## src/rtl/proximity_filter.sv

```systemverilog
// proximity_filter: smooths completed ultrasonic distance samples with a
// power-of-two moving-average window and drives a debounced, hysteretic
// proximity alarm (near) with a one-cycle change pulse (near_changed).
//
// Optional feature macro: PROX_FILTER_MISS_FLUSH_EN
//   defined     - MISS_LIMIT consecutive zero (no-echo) samples flush the filter
//   not defined - zero samples are silently discarded and never flush
module proximity_filter #(
  parameter int unsigned DEPTH_LOG2 = 2,
  parameter logic [7:0]  NEAR_CM    = 8'd30,
  parameter logic [7:0]  FAR_CM     = 8'd35,
  parameter int unsigned HOLD       = 3,
  parameter int unsigned MISS_LIMIT = 4
) (
  input  logic       clk,
  input  logic       rst,
  input  logic       sample_valid,
  input  logic [7:0] distance,
  input  logic       clear,
  output logic       avg_valid,
  output logic [7:0] avg_distance,
  output logic       near,
  output logic       near_changed
);

  localparam int unsigned DEPTH     = 1 << DEPTH_LOG2;
  localparam int unsigned SUM_W     = DEPTH_LOG2 + 8;
  localparam int unsigned CNT_W     = DEPTH_LOG2 + 1;
  localparam int unsigned PTR_W     = (DEPTH_LOG2 > 0) ? DEPTH_LOG2 : 1;
  localparam logic [3:0]  HOLD_LAST = 4'(HOLD - 1);

  typedef enum logic {
    ST_FAR  = 1'b0,
    ST_NEAR = 1'b1
  } state_e;

  // Elaboration-time sanity check of the configuration.
  if (HOLD < 1 || HOLD > 15 || MISS_LIMIT < 1 || MISS_LIMIT > 15 ||
      FAR_CM <= NEAR_CM) begin : g_param_check
    $error("proximity_filter: parameter out of range");
  end

  // Truncating mean of the full window.
  function automatic logic [7:0] window_mean(input logic [SUM_W-1:0] s);
    return 8'(s >> DEPTH_LOG2);
  endfunction

  logic [7:0]       buf_q [DEPTH];
  logic [PTR_W-1:0] ptr_q, ptr_d;
  logic [CNT_W-1:0] fill_q, fill_d;
  logic [SUM_W-1:0] sum_q, sum_d, oldest;
  logic             avg_valid_q, avg_valid_d;
  logic [7:0]       avg_q, avg_d;
  logic             eval_q;
  state_e           state_q;
  logic [3:0]       hold_q;
  logic             near_changed_q;
  logic             accept, full, miss_flush, flush;

  // Next window state assuming the current sample is accepted.
  always_comb begin
    accept      = sample_valid && !clear && (distance != 8'd0);
    full        = (fill_q == CNT_W'(DEPTH));
    oldest      = full ? SUM_W'(buf_q[ptr_q]) : '0;
    sum_d       = sum_q + SUM_W'(distance) - oldest;
    fill_d      = full ? fill_q : fill_q + 1'b1;
    ptr_d       = (ptr_q == PTR_W'(DEPTH - 1)) ? '0 : ptr_q + 1'b1;
    avg_valid_d = (fill_d == CNT_W'(DEPTH));
    avg_d       = avg_valid_d ? window_mean(sum_d) : 8'd0;
  end

`ifdef PROX_FILTER_MISS_FLUSH_EN
  localparam logic [3:0] MISS_LAST = 4'(MISS_LIMIT - 1);

  logic [3:0] miss_q;
  logic       zero_sample;

  assign zero_sample = sample_valid && !clear && (distance == 8'd0);
  assign miss_flush  = zero_sample && (miss_q == MISS_LAST);

  // Count consecutive no-echo samples; any echo restarts the count.
  always_ff @(posedge clk or negedge rst) begin
    if (!rst) begin
      miss_q <= '0;
    end else if (clear || miss_flush) begin
      miss_q <= '0;
    end else if (zero_sample) begin
      miss_q <= miss_q + 4'd1;
    end else if (accept) begin
      miss_q <= '0;
    end
  end
`else
  assign miss_flush = 1'b0;
`endif

  // A flush (explicit or from lost echoes) beats a coincident sample.
  assign flush = clear || miss_flush;

  // Window storage, running sum and registered average.
  always_ff @(posedge clk or negedge rst) begin
    if (!rst) begin
      for (int i = 0; i < DEPTH; i++) buf_q[i] <= 8'd0;
      ptr_q       <= '0;
      fill_q      <= '0;
      sum_q       <= '0;
      avg_valid_q <= 1'b0;
      avg_q       <= 8'd0;
      eval_q      <= 1'b0;
    end else if (flush) begin
      for (int i = 0; i < DEPTH; i++) buf_q[i] <= 8'd0;
      ptr_q       <= '0;
      fill_q      <= '0;
      sum_q       <= '0;
      avg_valid_q <= 1'b0;
      avg_q       <= 8'd0;
      eval_q      <= 1'b0;
    end else begin
      eval_q <= accept;
      if (accept) begin
        buf_q[ptr_q] <= distance;
        ptr_q        <= ptr_d;
        fill_q       <= fill_d;
        sum_q        <= sum_d;
        avg_valid_q  <= avg_valid_d;
        avg_q        <= avg_d;
      end
    end
  end

  // Alarm FSM: evaluates each fresh average one cycle after the window update.
  always_ff @(posedge clk or negedge rst) begin
    if (!rst) begin
      state_q        <= ST_FAR;
      hold_q         <= '0;
      near_changed_q <= 1'b0;
    end else begin
      near_changed_q <= 1'b0;
      if (flush) begin
        state_q        <= ST_FAR;
        hold_q         <= '0;
        near_changed_q <= (state_q == ST_NEAR);
      end else if (eval_q && avg_valid_q) begin
        case (state_q)
          ST_FAR: begin
            if (avg_q < NEAR_CM) begin
              if (hold_q == HOLD_LAST) begin
                state_q        <= ST_NEAR;
                hold_q         <= '0;
                near_changed_q <= 1'b1;
              end else begin
                hold_q <= hold_q + 4'd1;
              end
            end else begin
              hold_q <= '0;
            end
          end
          ST_NEAR: begin
            if (avg_q >= FAR_CM) begin
              if (hold_q == HOLD_LAST) begin
                state_q        <= ST_FAR;
                hold_q         <= '0;
                near_changed_q <= 1'b1;
              end else begin
                hold_q <= hold_q + 4'd1;
              end
            end else begin
              hold_q <= '0;
            end
          end
          default: begin
            state_q <= ST_FAR;
            hold_q  <= '0;
          end
        endcase
      end
    end
  end

  assign avg_valid    = avg_valid_q;
  assign avg_distance = avg_q;
  assign near         = (state_q == ST_NEAR);
  assign near_changed = near_changed_q;

endmodule
```

## config.mk

```make
export PLATFORM = sky130hd
export DESIGN_NAME = proximity_filter
export DESIGN_NICKNAME = d
export VERILOG_FILES = /design/src/rtl/proximity_filter.sv
export SDC_FILE = /design/constraint.sdc
export NUM_CORES = 1
export LEC_CHECK = 0
export BUFFER_PORTS_ARGS = -buffer_cell sky130_fd_sc_hd__buf_2
export CAP_MARGIN = 5
export CORE_MARGIN = 2
export CORE_UTILIZATION = 46
export DETAILED_ROUTE_END_ITERATION = 8
export HOLD_SLACK_MARGIN = 0.05
export PLACE_DENSITY = 0.75
export SLEW_MARGIN = 20
export SYNTH_ARGS = -nofsm -noshare
export SYNTH_HDL_FRONTEND = slang
export SYNTH_SLANG_ARGS = --single-unit
```

## constraint.sdc

```tcl
create_clock -name clk -period 8.58 [get_ports clk]
set_clock_uncertainty 0.2 [all_clocks]
set_input_delay 0.858 -clock clk [delete_from_list [all_inputs] [get_ports clk]]
set_output_delay 0.858 -clock clk [all_outputs]
set_load 0.05 [all_outputs]
```

==> results.txt, run 1 <==
* Kind of end point of the critical path: register
- Row generation in the floorplan step produced 32 rows.
- The count of buffers added on input and output ports is 22.
- Largest buffer count on any clock path: 2
* Die area: 0.00871 mm2
- Setup repair after global routing left no endpoint under its margin.
* Count of vias placed by the detailed router: 2817
- Fillers: 719
- The floorplan step defined a core boundary enclosing 0.00773 mm2.
* CTS Hold Buffers Added: 0
- Final Max Tran Viols: 0
- Dividing total power by cell area gives a power density of 218 mW/mm2.
* Boundary pin count: 23
- The worst hold path terminates at buf_q[7]$_DFFE_PN0P_.
* Final Hold Fails: 0
- Static Leakage: 1.86 nW
- Signal arrival time at the worst endpoint: 4.15 ns
- Wire length per cell: 14.8 um
- Largest net degree at the start of global routing: 64
* Final antenna diode count: 0
* Clock root buffer: clkbuf_8
- For this run, the detailed router's first-pass iteration total came to 4.
- Reg2reg end: sum_q[9]$_DFFE_PN0P_
- Gates resized, CTS repair: 0
- Cell types with the largest area share after synthesis: dfrtp_1 (43%), a21oi_1 (7.0%), nand2_1 (6.7%), ha_1 (6.1%), mux4_2 (4.9%)
* Area share of and/or/nand/nor cells after synthesis: 0.187
- The share of the Yosys chip area taken by registers is 0.429.
- Detailed Route WL: 7630 um
* Total congestion overflow: 0
* Fin crit share: 0.476
* Final setup vio count: 0
- Across every metal layer, demand over resource in global routing totals 0.197.
- Vias/cell: 5.45
- The min-delay analysis places its worst path in the category reg2reg.
* Fin nets: 448
- Slew of the pin with the lowest slew margin: 1.09 ns
- For the worst-skew pair, the clock arrives at the later sink with an insertion delay of 0.36 ns.
* GPL Wtd Cong: 0.827
- Dominant combinational cell family by area after synthesis: simple AND/OR/NAND/NOR gates
- Post-synthesis instance area: 0.00367 mm2
- Critical Path RT: 8.65 ns
* Area share of the largest cell type after synthesis: 0.429
- Along the worst hold path, the cell count comes to 2.
* Effective utilization at floorplan: 0.475
- Sink Count: 63
- Slack of the worst reg-to-reg path: 4.50 ns
* Path depth of the worst reg2reg path: 11
- Number of buffers inserted by post-CTS setup repair: 0
- Measured on the finished design, the core utilization comes to 0.526.
* Top fanout value on the critical path: 12
- Launching point of the worst reg2reg path: ptr_q[0]$_DFFE_PN0P_
- Min-Delay Startpoint: buf_q[7]$_DFFE_PN0P_
* Multiplexer fraction of the synthesized cell area: 0.0491
- Post-synthesis xor/xnor area fraction: 0.0239
- Buffers inserted during clock tree synthesis total 9.
- The critical path is of the reg2reg type.
* Highest ir drop seen on vdd: 0.127 mV
- The cell count after synthesis came out at 395.
- Fraction of registers with async set/reset: 1.00
- Synth top cells by count: nand2_1 (66), dfrtp_1 (63), a21oi_1 (51)
- Post-detailed-route DRC marker count: 0
* X dimension of the die: 93.3 um
- Area growth from synthesis to layout: 10.7%
- Worst relative slew slack: 0.276
* Number of flops mapped to enable cells by yosys: 0
* Sort of element at the start of the critical path: register
- Yosys printed 0 warnings.
* Total Negative Setup Slacks: 0 ns
* Timing-limited maximum frequency: 245 MHz
- Half-perimeter wire length of the detailed placement result: 5390 um
* Top flip-flop cell by instance count after synthesis: dfrtp_1
* Adder and majority gate portion of the synthesized area: 0.105
- Layout cells sized above 1: 0.123
- Run status: finished clean
- Most common cell in the netlist: nand2_1
- Distinct cells, synth: 41
- Once detail routing completed, the nets flagged for antenna violations numbered 0.
- Counting every net in the synthesized netlist gives 433.
- The number of global-route vias before repair was 2887.
* Overall die height: 93.3 um
* Clock tree from TritonCTS: built
- Of all cell types, the one taking the most synthesized area is dfrtp_1.
* Antenna violations before repair: 0
- Worst-case hold slack: 0.323 ns
* Minimum clock period after layout: 4.08 ns
* Number of H-tree branching levels: 3
- Across the run, the number of max-cap violations was 0.
- Number of flip-flops and latches in the synthesized netlist: 63
* First-pass GRT wire length: 13600 um
* DR iter-0 viols: 104
- The compound-cell area share of the yosys netlist was 0.149.
- In this run the mean area of a mapped cell was 9.29 um2.
- Post-CTS clock slew at the launch and capture registers of the worst setup and hold paths: 0.07 ns
==> cell type report <==
class / instances / area (um2) / share of cell area
repair buffers: 23 / 118 / 0.0289
clock inverters: 4 / 52.6 / 0.0129
inverters: 37 / 139 / 0.0342
clock buffers: 12 / 165 / 0.0407
multi-input cells: 276 / 1880 / 0.464
flip-flops and latches: 63 / 1580 / 0.388
well taps: 102 / 128 / 0.0314
==> worst max-delay path by stage <==
stage,from,to,slack (ns),cells after the start
floorplan,ptr_q[0]$_DFFE_PN0P_,avg_distance[7]$_DFFE_PN0P_,4.51,12
global placement,ptr_q[0]$_DFFE_PN0P_,sum_q[9]$_DFFE_PN0P_,4.56,11
detailed placement,ptr_q[0]$_DFFE_PN0P_,sum_q[9]$_DFFE_PN0P_,4.49,11
CTS,ptr_q[0]$_DFFE_PN0P_,sum_q[9]$_DFFE_PN0P_,4.48,11
global route,ptr_q[0]$_DFFE_PN0P_,sum_q[9]$_DFFE_PN0P_,4.27,11
finish,ptr_q[0]$_DFFE_PN0P_,sum_q[9]$_DFFE_PN0P_,4.50,11
==> power by group <==
group / internal [mW] / switching [mW]
Clock: 0.158 / 0.123
Sequential: 0.319 / 0.0160
Combinational: 0.111 / 0.160
==> placed cells by master (no fill, tap or decap), drive strengths merged, types with 6 or more instances in the layout <==
master / netlist / layout
nor2b: 10 / 10
ha: 18 / 18
a22o: 8 / 8
a21oi: 51 / 51
inv: 37 / 37
nand3: 35 / 35
fa: 8 / 8
nand2: 66 / 66
clkbuf: 18 / 12
a21o: 7 / 7
buf: 1 / 23
dfrtp: 63 / 63
o21ai: 6 / 6
mux4: 8 / 8
nor2: 14 / 14
xnor2: 7 / 7
==> stage by stage <==
step	instance area, um2	total power, mW	setup WS (ns)	std cells
2_1_floorplan	3670	0.548	4.51	395
3_3_place_gp	3840	0.600	4.56	501
3_5_place_dp	3840	0.611	4.49	501
4_1_cts	4060	0.895	4.48	517
5_1_grt	4060	0.943	4.27	517
6_report	4060	0.886	4.50	517
==> cell families (layout without fill, tap and decap cells) <==
kind of cell	Yosys count	count (layout)
AO/OA/AOI/OAI	88	88
AND/OR/NAND/NOR	144	144
multiplexers	8	8
XOR/XNOR	10	10
adder cells (fa/ha/maj)	26	26
buffers and inverters	56	76
flip-flops	63	63
==> flip-flops by register name, indices dropped and copies added (netlist names) <==
register / flops
eval_q: 1
avg_valid: 1
sum_q: 10
near_changed: 1
buf_q: 32
ptr_q: 2
fill_q: 3
hold_q: 4
avg_distance: 8
near: 1
==> worst max-delay path, stage by stage, from the launching register on <==
cell and delay, ns:
dfrtp_1 0.72, mux4_2 0.56, nor2b_1 0.15, fa_1 0.49, inv_1 0.04, ha_1 0.34
a21o_1 0.21, a21o_1 0.19, a221o_1 0.31, a31o_1 0.22, or4_1 0.40, a21oi_1 0.17
==> layer usage <==
metal  track usage  routed length (um)  vias up
li1              -                   -     1391
met1         0.247                3380     1361
met2         0.334                3810       53
met3        0.0492                 338       12
met4        0.0650                 104        0
met5             0                   0        -
Power figures use the tool's default switching activity.
==> run 2: changes to the inputs <==
==> constraint.sdc (replaced) <==
create_clock -name clk -period 3.8 [get_ports clk]
set_clock_uncertainty 0.2 [all_clocks]
set_input_delay 0.38 -clock clk [delete_from_list [all_inputs] [get_ports clk]]
set_output_delay 0.38 -clock clk [all_outputs]
set_load 0.05 [all_outputs]
==> results.txt, run 2 (synthesis gave the netlist of run 1 again) <==
* Total congestion overflow: 0
- The global routing stage identified its most utilized layer as met2.
- Row generation in the floorplan step produced 32 rows.
* Largest net degree at the start of global routing: 59
- Post-CTS clock slew at the launch and capture registers of the worst setup and hold paths: 0.07 ns
* Die area: 0.00871 mm2
- Total placed cells including tap cells: 508
* Most frequent standard cell in the layout excluding fill and tap cells: nand2_1
* Setup repair after global routing missed its margin: false
- The hold violation total from the final report is 0.
- Worst Slack Setup Final: 0.126 ns
- Boundary pin count: 23
- For this block, the routed nets add up to 7910 um of wire.
- Fin nets: 458
- Area growth from synthesis to layout: 12.8%
- Count of vias placed by the detailed router: 2890
- At the pin with the least slew margin, the transition time is 1.07 ns.
* Core outline area: 0.00773 mm2
- Max cap viols: 0
- Largest buffer count on any clock path: 2
* Source-to-sink clock delay at the later pin of the worst-skew pair: 0.35 ns
- After detailed routing, the number of remaining DRC violations is 0.
- Fillers: 703
- Port buffering added 22 buffers.
- Critical Path RT: 3.86 ns
* First-pass GRT wire length: 13700 um
* Worst relative slew slack: 0.289
- Measured on the finished design, the core utilization comes to 0.536.
- The first detailed-routing pass took 4 iterations.
* Max reg flops: 32
- The number of clock buffers added by TritonCTS is 9.
- For this design the ratio of total power to cell area is 481 mW/mm2.
- Layout cells sized above 1: 0.148
- For met2 alone, demand over resource in global routing was 0.326.
- Final setup vio count: 0
- The number of antenna violations at the first check in global routing came to 0.
- The flow ran to the end, and the final reports show no timing, DRC or antenna violations.
* Worst-case hold slack: 0.137 ns
- The number of global-route vias before repair is 2881.
* Final Max Tran Viols: 0
- Met1 usage in global routing: 0.271
* Total Negative Setup Slacks: 0 ns
- The top cell types in the final layout, fill and taps aside, are nand2_1 (65), dfrtp_1 (62), a21oi_1 (50).
- At the placement stage, the worst setup path has a slack of 0.0261 ns.
* Met3 Track Usage GR: 0.0387
- Clock tree synthesis found a total of 63 sinks.
- Worst hold-check path type: in2reg
- Effective utilization at floorplan: 0.475
- Sort of element at the start of the critical path: register
- 0 antenna diodes ended up in the layout.
- Using the TritonRoute via totals, the vias-per-cell ratio works out to 5.48.
* Critical Setup Path Class: reg2reg
- TritonCTS built the clock tree.
- The count of nets left with antenna violations once routing finished came out at 0.
- buf_q holds more flip-flops than any other register.
* Static Leakage: 1.90 nW
- Half-perimeter wire length of the detailed placement result: 5640 um
- Along the worst path, the maximum fanout reaches 5.
* GPL Wtd Cong: 0.865
* GRT Overall Usage: 0.200
- Number of H-tree branching levels: 3
- Highest ir drop seen on vdd: 0.282 mV
* DR iter-0 viols: 163
- For the finished layout, the period the worst path requires is 3.67 ns.
- STA classifies the critical path endpoint as a register.
* Fin crit share: 0.967
* Signal arrival time at the worst endpoint: 3.74 ns
* Overall die height: 93.3 um
- Number of standard cells in the final layout excluding fillers: 527
- In this run the horizontal extent of the chip is 93.3 um.
* Timing-limited maximum frequency: 272 MHz
- Dividing the detail-routed wire length by the instance count gives 15.0 um.
- Clock root buffer: clkbuf_8
[run 2: critical path, cell delays in order, from the launching register on]
cell	delay, ns
dfrtp_2	0.42
mux4_2	0.52
nor2b_1	0.16
fa_1	0.48
inv_1	0.04
ha_1	0.29
a21o_1	0.20
a21o_1	0.19
a221o_1	0.32
a31o_1	0.22
or4_1	0.40
a21oi_1	0.15
[run 2: what timing repair did]
action / in CTS / in global routing
resized for setup: 1 / 3
hold buffers: 1 / 0
setup buffers: 0 / 2
hold endpoints to repair: 40 / 0
endpoints found under the setup margin: 2 / 4
[run 2: stage by stage]
| step | cell area [um2] | total power [mW] |
|---|---|---|
| 6_report | 4140 | 1.99 |
| 5_1_grt | 4140 | 2.13 |
| 4_1_cts | 4110 | 1.99 |
| 3_5_place_dp | 3900 | 1.40 |
| 3_3_place_gp | 3900 | 1.38 |
| 2_1_floorplan | 3670 | 1.24 |
[run 2: routing by layer]
metal	vias up	part of all wire
li1	1404	-
met1	1410	0.45
met2	68	0.50
met3	8	0.046
met4	0	0.010
met5	-	0
[run 2: power by group]
part	total, mW	leakage [nW]	internal [mW]	switching, mW
clock	0.589	0.0916	0.320	0.269
sequential	0.750	0.862	0.720	0.0303
combinational	0.653	0.951	0.275	0.378
[run 2: path summary, 6_finish.rpt]
| kind | startpoint | endpoint | slack [ns] | cells past startpoint |
|---|---|---|---|---|
| setup / recovery | ptr_q[0]$_DFFE_PN0P_ | sum_q[9]$_DFFE_PN0P_ | 0.13 | 11 |
| max in group asynchronous | rst | fill_q[1]$_DFFE_PN0P_ | 2.07 | 3 |
| hold reg to reg | sum_q[0]$_DFFE_PN0P_ | sum_q[0]$_DFFE_PN0P_ | 0.32 | 2 |
| setup reg to reg | ptr_q[0]$_DFFE_PN0P_ | sum_q[9]$_DFFE_PN0P_ | 0.13 | 11 |
| min in group asynchronous | rst | sum_q[7]$_DFFE_PN0P_ | 0.49 | 2 |
| hold / removal | distance[4] | buf_q[4]$_DFFE_PN0P_ | 0.14 | 3 |
[run 2: final cells by class]
class	instances	area [um2]	area share
multi-input cells	276	1900	0.460
clock inverters	5	57.6	0.0139
inverters	37	139	0.0335
flip-flops and latches	63	1580	0.381
clock buffers	11	141	0.0341
repair buffers	33	195	0.0471
well taps	102	128	0.0308
==> run 3: changes to the inputs <==
--- a/config.mk
+++ b/config.mk
@@ -8,10 +8,9 @@
 export BUFFER_PORTS_ARGS = -buffer_cell sky130_fd_sc_hd__buf_2
 export CAP_MARGIN = 5
 export CORE_MARGIN = 2
-export CORE_UTILIZATION = 46
+export CORE_UTILIZATION = 61
 export DETAILED_ROUTE_END_ITERATION = 8
-export HOLD_SLACK_MARGIN = 0.05
-export PLACE_DENSITY = 0.75
+export PLACE_DENSITY = 0.92
 export SLEW_MARGIN = 20
 export SYNTH_ARGS = -nofsm -noshare
 export SYNTH_HDL_FRONTEND = slang
==> results.txt, run 3 (synthesis gave the netlist of run 1 again) <==
* Highest ir drop seen on vdd: 0.299 mV
- For the worst setup path, the data required time is 3.85 ns.
- In this run the standard cell core region covers 0.00585 mm2.
- Met1 usage in global routing: 0.348
- Total Negative Setup Slacks: 0 ns
- Antenna violations before repair: 0
* Fillers: 420
- After the last flow step, the layout net total stands at 456.
- The hold violation total from the final report was 0.
* Cts bufs inserted: 9
- Most frequent cells in the layout: nand2_1 (66), dfrtp_1 (62), a21oi_1 (47)
- For this design the static power due to leakage is 1.92 nW.
- Along the worst path, the maximum fanout reaches 8.
- Final setup vio count: 0
* Layout cells sized above 1: 0.156
- Clock-pin slew was measured on the worst setup and hold paths at 0.07 ns.
* Most frequent standard cell in the layout excluding fill and tap cells: nand2_1
- Count of vias placed by the detailed router: 3049
- Critical Setup Path Class: reg2reg
* Max reg flops: 32
- Number of H-tree branching levels: 3
- X dimension of the die: 81.6 um
* Post-detailed-route DRC marker count: 0
* Timing-limited maximum frequency: 267 MHz
- Clock tree from TritonCTS: built
* Sink Count: 63
* Worst-case hold slack: 0.138 ns
* Total placed cells including tap cells: 480
- First-pass GRT wire length: 14000 um
- For met2 alone, demand over resource in global routing was 0.463.
- In this run the remaining antenna-violating nets after routing total 0.
- After floorplanning, the core was divided into 28 placement rows.
- Pre-antenna DRT Iters: 5
- The count of pins over their slew limit came to 0.
- Worst relative slew slack: 0.279
- Pwr dens: 526 mW/mm2
- Counting along the longest clock path gives a buffer depth of 2.
- In this run the most critical hold path is launched from distance[4].
* Vias/cell: 6.13
- Detailed Route WL: 8370 um
- GRT Overall Usage: 0.281
- GPL Wtd Cong: 0.870
- Die area: 0.00665 mm2
* Footprint of the flip-flops and latches: 0.00158 mm2
* Minimum clock period after layout: 3.75 ns
- Area growth from synthesis to layout: 13.3%
- Register bank with the most flops: buf_q
- Source-to-sink clock delay at the later pin of the worst-skew pair: 0.35 ns
- Input and output buffers added on the ports amount to 22.
- Multi-input gate area in the final layout: 0.00192 mm2
- Met3 Track Usage GR: 0.0582
* Final antenna diode count: 0
- Boundary pin count: 23
* Layer carrying the most global-route usage: met2
- The most critical setup path has its startpoint at ptr_q[0]$_DFFE_PN0P_.
- Final Util: 0.711
* Slew of the pin with the lowest slew margin: 1.08 ns
- Data arrives at the worst endpoint at 3.80 ns.
* Half-perimeter wire length of the detailed placement result: 5620 um
- Worst hold-check path type: in2reg
- Wire length per cell: 16.8 um
- Sort of element at the start of the critical path: register
- Run status: finished clean
* Launching point of the worst reg2reg path: ptr_q[0]$_DFFE_PN0P_
* Effective utilization at floorplan: 0.627
- Largest net degree at the start of global routing: 59
- Summed over all layers, the global routing overflow is 0.
- Number of global-route vias before repair: 3019
* Fin crit share: 0.987
- Clock root buffer: clkbuf_8
* Number of standard cells in the final layout excluding fillers: 497
* Kind of end point of the critical path: register
* Overall die height: 81.6 um
- The detailed router finished its first iteration with 168 violations.
- Across the run, the number of max-cap violations was 0.
==> run 3: through the flow <==
step	area (um2)	worst slack, ns	power [mW]
after floorplan	3670	0.0460	1.24
after global placement	3860	0.165	1.35
after detailed placement	3860	0.0199	1.39
after CTS	4110	0.0114	2.12
after global routing	4160	-0.0825	2.30
final	4160	0.0491	2.19
==> run 3: worst paths after layout <==
path | endpoint | slack, ns | depth (start not counted)
worst max-delay path | sum_q[6]$_DFFE_PN0P_ | 0.05 | 12
worst min-delay path | buf_q[12]$_DFFE_PN0P_ | 0.14 | 3
worst max register to register | sum_q[6]$_DFFE_PN0P_ | 0.05 | 12
worst min register to register | buf_q[17]$_DFFE_PN0P_ | 0.32 | 2
max in group asynchronous | ptr_q[0]$_DFFE_PN0P_ | 2.04 | 3
min in group asynchronous | sum_q[2]$_DFFE_PN0P_ | 0.49 | 2
==> run 3: layer usage <==
metal / up-vias / share of wire
li1: 1402 / -
met1: 1482 / 0.41
met2: 137 / 0.49
met3: 28 / 0.073
met4: 0 / 0.032
met5: - / 0
==> run 3: layout make-up <==
cell class / instances / area share
Timing Repair Buffer: 31 / 0.0442
Multi-Input combinational cell: 276 / 0.462
Clock buffer: 10 / 0.0331
Tap cell: 75 / 0.0226
Inverter: 37 / 0.0334
Clock inverter: 5 / 0.0256
Sequential cell: 63 / 0.379
==> run 3: worst max-delay path, cell delays in order, from the launching register on <==
cell	delay, ns
dfrtp_2	0.41
buf_6	0.16
mux4_2	0.49
nor2b_1	0.16
fa_1	0.48
inv_1	0.07
fa_1	0.48
a211oi_1	0.40
o21bai_1	0.17
a21oi_1	0.23
xnor2_1	0.21
nand2_1	0.10
o31ai_1	0.08
==> run 3: power breakdown <==
| part | total (mW) | leakage (nW) | switching (mW) | internal, mW |
|---|---|---|---|---|
| registers | 0.753 | 0.862 | 0.0336 | 0.720 |
| clock network | 0.720 | 0.119 | 0.269 | 0.451 |
| logic | 0.716 | 0.940 | 0.427 | 0.289 |
| total | 2.19 | 1.92 | 0.730 | 1.46 |
==> run 3: repair_timing <==
item | in CTS | in global routing
hold buffers | 1 | 0
endpoints found under the setup margin | 0 | 5
setup buffers | 0 | 1
gates resized for setup | 0 | 10
endpoints found under the hold margin | 38 | 0
